==> src/rtl/a2d_pkg.sv <==
// rtl/a2d_pkg.sv - shared types and constants for the A2D conversion scheduler
package a2d_pkg;

  localparam int A2D_RES_W = 12;

  typedef enum logic [1:0] {IDLE, CMD, GAP, READ} state_t;

  localparam logic [2:0] CH_LFT   = 3'd0;
  localparam logic [2:0] CH_RGHT  = 3'd4;
  localparam logic [2:0] CH_STEER = 3'd5;
  localparam logic [2:0] CH_BATT  = 3'd6;

  typedef logic [1:0] rr_idx_t;

  localparam rr_idx_t RR_LFT   = 2'd0;
  localparam rr_idx_t RR_RGHT  = 2'd1;
  localparam rr_idx_t RR_STEER = 2'd2;
  localparam rr_idx_t RR_BATT  = 2'd3;

  function automatic logic [2:0] rr_to_ch(input rr_idx_t rr);
    logic [2:0] ch;
    ch = CH_LFT;
    case (rr)
      RR_LFT:   ch = CH_LFT;
      RR_RGHT:  ch = CH_RGHT;
      RR_STEER: ch = CH_STEER;
      RR_BATT:  ch = CH_BATT;
    endcase
    return ch;
  endfunction

endpackage

==> src/rtl/a2d_sched.sv <==
// rtl/a2d_sched.sv - round-robin two-transaction SPI A2D conversion scheduler
module a2d_sched
  import a2d_pkg::*;
(
  input  logic                 clk,
  input  logic                 rst_n,
  input  logic                 nxt,
  input  logic                 spi_done,
  input  logic [15:0]          spi_resp,
  output logic                 spi_snd,
  output logic [15:0]          spi_cmd,
  output logic [A2D_RES_W-1:0] lft_ld,
  output logic [A2D_RES_W-1:0] rght_ld,
  output logic [A2D_RES_W-1:0] steer_pot,
  output logic [A2D_RES_W-1:0] batt,
  output logic                 busy,
  output logic                 vld,
  output logic [1:0]           vld_ch
);

  state_t  state;
  rr_idx_t rr;

  // Only the 12-bit conversion field of the response carries data.
  logic unused_resp_hi;
  assign unused_resp_hi = ^spi_resp[15:12];

  always_ff @(posedge clk) begin
    if (!rst_n) begin
      state     <= IDLE;
      rr        <= RR_LFT;
      spi_snd   <= 1'b0;
      spi_cmd   <= 16'h0000;
      busy      <= 1'b0;
      vld       <= 1'b0;
      vld_ch    <= 2'd0;
      lft_ld    <= '0;
      rght_ld   <= '0;
      steer_pot <= '0;
      batt      <= '0;
    end else begin
      spi_snd <= 1'b0;
      vld     <= 1'b0;
      case (state)
        IDLE: begin
          if (nxt) begin
            state   <= CMD;
            spi_snd <= 1'b1;
            busy    <= 1'b1;
            spi_cmd <= {2'b00, rr_to_ch(rr), 11'h000};
          end
        end
        CMD: begin
          if (spi_done) state <= GAP;
        end
        GAP: begin
          // Resend the same command; the result arrives on this second transaction.
          state   <= READ;
          spi_snd <= 1'b1;
        end
        READ: begin
          if (spi_done) begin
            case (rr)
              RR_LFT:   lft_ld    <= spi_resp[A2D_RES_W-1:0];
              RR_RGHT:  rght_ld   <= spi_resp[A2D_RES_W-1:0];
              RR_STEER: steer_pot <= spi_resp[A2D_RES_W-1:0];
              RR_BATT:  batt      <= spi_resp[A2D_RES_W-1:0];
            endcase
            vld    <= 1'b1;
            vld_ch <= rr;
            rr     <= rr + 2'd1;
            busy   <= 1'b0;
            state  <= IDLE;
          end
        end
      endcase
    end
  end

endmodule

==> config.mk <==
export PLATFORM = sky130hd
export DESIGN_NAME = a2d_sched
export DESIGN_NICKNAME = d
export VERILOG_FILES = /design/src/rtl/a2d_pkg.sv /design/src/rtl/a2d_sched.sv
export SDC_FILE = /design/constraint.sdc
export NUM_CORES = 1
export LEC_CHECK = 0
export ABC_AREA = 1
export CAP_MARGIN = 20
export CORE_ASPECT_RATIO = 1.5
export CORE_MARGIN = 10
export CORE_UTILIZATION = 35
export CTS_BUF_LIST = sky130_fd_sc_hd__clkbuf_8 sky130_fd_sc_hd__clkbuf_16
export DETAILED_ROUTE_END_ITERATION = 10
export PLACE_DENSITY = 0.71
export SYNTH_ARGS = -nofsm -noshare
export SYNTH_HDL_FRONTEND = slang
export SYNTH_SLANG_ARGS = --single-unit
export TNS_END_PERCENT = 20
==> constraint.sdc <==
create_clock -name clk -period 1.6 [get_ports clk]
set_input_delay 0.16 -clock clk [delete_from_list [all_inputs] [get_ports clk]]
set_output_delay 0.16 -clock clk [all_outputs]
set_load 0.01 [all_outputs]
==> Word level (Yosys, flattened, before mapping) <==
Index checks and enable logic that the tools add are counted.
{ "word_totals": {"ff_bits": 60, "wordCells": 44} }
{ "classes": {"n_addsub": 1, "eq_ne": 9, "muxes": 11, "reduce_logical": 12} }
{ "op_table": {"columns": ["cell", "n"], "rows": [
  ["$reduce_and A3 Y1", 6],
  ["$pmux W3 S4", 1],
  ["$eq A2 B2 Y1 const B", 4],
  ["$pmux W2 S4", 1],
  ["$mux W2", 3],
  ["$ne A2 B2 Y1 const B", 3],
  ["$reduce_and A2 Y1", 3],
  ["$eq A2 B1 Y1 const B", 2],
  ["$logic_not A2 Y1", 2],
  ["$mux W1", 4],
  ["$pmux W1 S2", 2],
  ["$add A2 B1 Y2 const B", 1],
  ["$reduce_bool A2 Y1", 1]
]} }

==> Longest topological paths before layout <==
Gate-level depths: netlist of run 1.
{ "logic_depth": {"depth_word": 3, "depth_mapped": 8, "mapped_depth_nobuf": 7} }

==> Worst setup path after synthesis of run 1 <==
OpenSTA, ideal clock, no wires.
{ "synth_path": {"path_kind": "flip-flop to flip-flop", "startpoint": "reg state[0]", "endpoint": "reg rght_ld[10]", "setup_time_ns": 0.116, "arrival_time_ns": 1.139, "t_required_ns": 1.484, "path_slack_ns": 0.345, "path_stages_with_launch": 8, "path_buffers": 1, "path_cell_list": "dfxtp_1 -> ha_1 -> nand2_4 -> nor2_4 -> inv_2 -> buf_6 -> nor2_1 -> nor2_1"} }
{ "synth_via": {"elab_chain_cells": 2} }
{ "synth_lines": {"columns": ["item", "line_no", "text"], "rows": [
  ["from (decl)", "a2d_sched.sv:21", "state_t state;"],
  ["from (signal assigned)", "a2d_sched.sv:30", "state <= IDLE;"],
  ["from (signal assigned)", "a2d_sched.sv:47", "state <= CMD;"],
  ["from (signal assigned)", "a2d_sched.sv:54", "if (spi_done) state <= GAP;"],
  ["$eq A2 B2 Y1", "a2d_sched.sv:44", "case (state)"],
  ["$reduce_and A3 Y1 (no line)", null, null],
  ["to (signal assigned)", "a2d_sched.sv:65", "RR_RGHT: rght_ld <= spi_resp[A2D_RES_W-1:0];"],
  ["to (decl)", "a2d_sched.sv:13", "output logic [A2D_RES_W-1:0] rght_ld,"]
]} }
Every way passes these cells.
A chain may end at the register's enable or synchronous reset.

==> Final worst setup path of run 1 <==
{ "layout_path": {"startpoint": "reg state[1]", "endpoint": "reg lft_ld[11]"} }
{ "layout_via": {"elab_chain_cells": 2} }
{ "layout_lines": {"columns": ["item", "line_no", "text"], "rows": [
  ["$eq A2 B2 Y1", "a2d_sched.sv:44", null],
  ["$reduce_and A3 Y1 (no line)", null, null],
  ["to (signal assigned)", "a2d_sched.sv:64", "RR_LFT: lft_ld <= spi_resp[A2D_RES_W-1:0];"],
  ["to (decl)", "a2d_sched.sv:12", "output logic [A2D_RES_W-1:0] lft_ld,"]
]} }
Every way passes these cells.

==> results of run 1 <==
cells by family (layout without fill, tap and decap cells):
group                    after synthesis  count (layout)  synth area share
AO/OA/AOI/OAI                         75              75             0.153
adder cells (fa/ha/maj)               12              12            0.0611
flip-flops                            60              60             0.489
other                                  1              13           0.00153
AND/OR/NAND/NOR                      101             101             0.171
buffers and inverters                 56             122             0.125
state kept, by name (all words and copies together), names as in the netlist:
register	cells
batt	12
lft_ld	12
rght_ld	12
steer_pot	12
spi_cmd	3
rr	2
state	2
vld_ch	2
busy	1
spi_snd	1
vld	1
report_power, final:
part / switching (uW) / internal [uW] / total (uW) / leakage, uW
Clock: 553 / 827 / 1380 / 0.000111
Combinational: 400 / 341 / 741 / 0.000844
Sequential: 81.8 / 1620 / 1700 / 0.000486
metal layers:
metal,share of wire,GRT usage
met5,0,0
met2,0.49,0.194
met4,0.026,0.0690
met1,0.40,0.126
met3,0.081,0.0451
path summary, 6_finish.rpt:
check / from / endpoint / slack, ns / depth (start not counted)
setup reg to reg: state[1] / lft_ld[11] / 0.15 / 6
hold / removal: batt[5] / batt[5] / 0.44 / 2
setup / recovery: state[1] / lft_ld[11] / 0.15 / 6
hold reg to reg: batt[5] / batt[5] / 0.44 / 2
worst max-delay path, cell delays in order, from the launching register on:
cell        delay, ns
dfxtp_2          0.37
ha_2             0.23
nand2_4          0.11
nor2_4           0.24
clkinvlp_4       0.20
nor2_1           0.13
nor2_1           0.05
cell type report:
cell class / instances / share of cell area
Multi-Input combinational cell: 201 / 0.294
Clock buffer: 12 / 0.0487
Timing Repair Buffer: 77 / 0.227
Inverter: 29 / 0.0332
Clock inverter: 3 / 0.0111
Tap cell: 78 / 0.0288
Timing Repair inverter: 1 / 0.00222
Sequential cell: 60 / 0.355
cell usage in the layout, fill, tap and decap left out, types with 2 or more instances in the layout:
cell             instances
nand3_1                  4
dfxtp_2                  2
inv_2                    4
a21oi_1                 20
nor2_4                   3
o21ai_1                 12
conb_1                  13
dfxtp_1                 58
clkinvlp_4               2
clkdlybuf4s50_1         71
nor2_2                   2
nand2_1                 10
o21ai_0                 43
buf_4                    5
inv_1                   26
nor2_1                  81
ha_1                    11
clkbuf_8                12
stage by stage:
stage | area, um^2 | util
floorplan | 2500 | -
global placement | 3170 | 0.463
detailed placement | 3170 | 0.463
CTS | 3370 | 0.492
global route | 3390 | 0.495
finish | 3390 | 0.495
==> impl_results.md, run 1 <==
- # IOs: 89
- Flip-flop and latch area: around 0.0012 mm^2
- Peak VDD IR: 0.520 mV
- Syn Inst Count: 305
- Sequential share of the synthesized area: 0.489
- Vias per inst: 4.48
- Placed cells: 445
- Row count: 37
- Largest net degree at the start of global routing: slightly below 60
- CTS root buffer: clkbuf_8
- Clk slew on worst S/H paths: 0.06 ns
- Synth Cell Area: 0.00246 mm^2
- Crit path launch type: flip-flop
- Primary FF master, synth: dfxtp_1
- First-pass iteration count of the detailed router: 4
- Post-cts sizing count: 0
- CTS tree: built
- Commonest cells post-synth: 81 x nor2_1, 60 x dfxtp_1, 43 x o21ai_0, 27 x inv_1, 20 x a21oi_1
- Pins Over Slew Limit: 0
- Syn Area/Cell: 8.06 um^2
- Antenna Violating Nets Remaining: 0
- Worst Path Required: 1.83 ns
- Netlist cell types: 20
- Total gr overflow: 0
- Count leader, synth: nor2_1
- H-tree depth: 3
- Wirelength per Cell: 14.0 um
- Share of cells above drive strength 1: 0.0888
- Async set-reset flop share out of synthesis: 0
- First-pass GRT wire length: 9830 um
- Status: completed
- Crit. End Element: flip-flop
- Post-CTS Setup Bufs: 0
- Routed vias: between 2k and 2.5k
- Setup TNS: 0 ns
- Clock skew: 0.00436 ns
- PD cells: 1130 mW/mm^2
- Synth top area share: 0.489
- Layout net count: 411
- Die width: 88.4 um
- Final setup margin: 0.150 ns
- Die area: between 0.01 and 0.015 mm^2
- Tot GR Track Use: 0.118
- Max-cap violations: 0
- Port bufs: 71
- Arrival time at the worst endpoint: 1.68 ns
- Syn. warnings: 0
- GP Congestion: 0.745
- Class of the tightest hold or removal check: reg2reg
- Routed wire length: 6450 um
- Cts hold-fix bufs: 0
- CP Class: reg2reg
- Final number of setup-violating endpoints: 0
- Tmin final: 1.45 ns
- Fill count: 666
- P_leak: about 0.0014 uW
- Sink Count: 60
- Number of CTS-inserted buffers: 9
- Area grow syn2layout: 37.9%
- DR DRC count: 0
- Final Non-Filler Cells: 461
- DRT iter0 DRCs: 103
- Max Root-Sink Buffers: 2
- Vias in the first global route: 1,972
- Post-synth EDFFs: 0
- Synth top area cells: dfxtp_1 49%, nor2_1 12%, o21ai_0 8.8%, ha_1 6.1%, buf_4 4.3%
- Dpl ws: 0.0688 ns
- Area occupied by multi-input gates: 996 um^2
- Ant. Diodes: 0
- Initial core utilization: 0.359
- Final Cycle Share: 0.906
- Placeable core region: 0.00685 mm^2
- Worst Path Max Fanout: 8
- Max Clock Freq: a little under 700 MHz
- Yosys top cell by area: dfxtp_1
- Hold slack: between 0.4 and 0.5 ns
- Worst skew pair latency: 0.33 ns
- Die Y-Extent: around 120 um
- Dpl hpwl: 4780 um
- Initial antenna violation count: 0
- Total design power: 3820 uW
- Final hold vios: 0
- FF+latch count, synth: 60
No activity file was read; power rests on OpenSTA's default activity.
==> inputs of run 2 (changes only) <==
--- a/config.mk
+++ b/config.mk
@@ -13,6 +13,7 @@
 export CTS_BUF_LIST = sky130_fd_sc_hd__clkbuf_8 sky130_fd_sc_hd__clkbuf_16
 export DETAILED_ROUTE_END_ITERATION = 10
 export PLACE_DENSITY = 0.71
+export SLEW_MARGIN = 30
 export SYNTH_ARGS = -nofsm -noshare
 export SYNTH_HDL_FRONTEND = slang
 export SYNTH_SLANG_ARGS = --single-unit
==> results of run 2 <==
No change in the layout: final DEF, timing and power equal those of run 1.
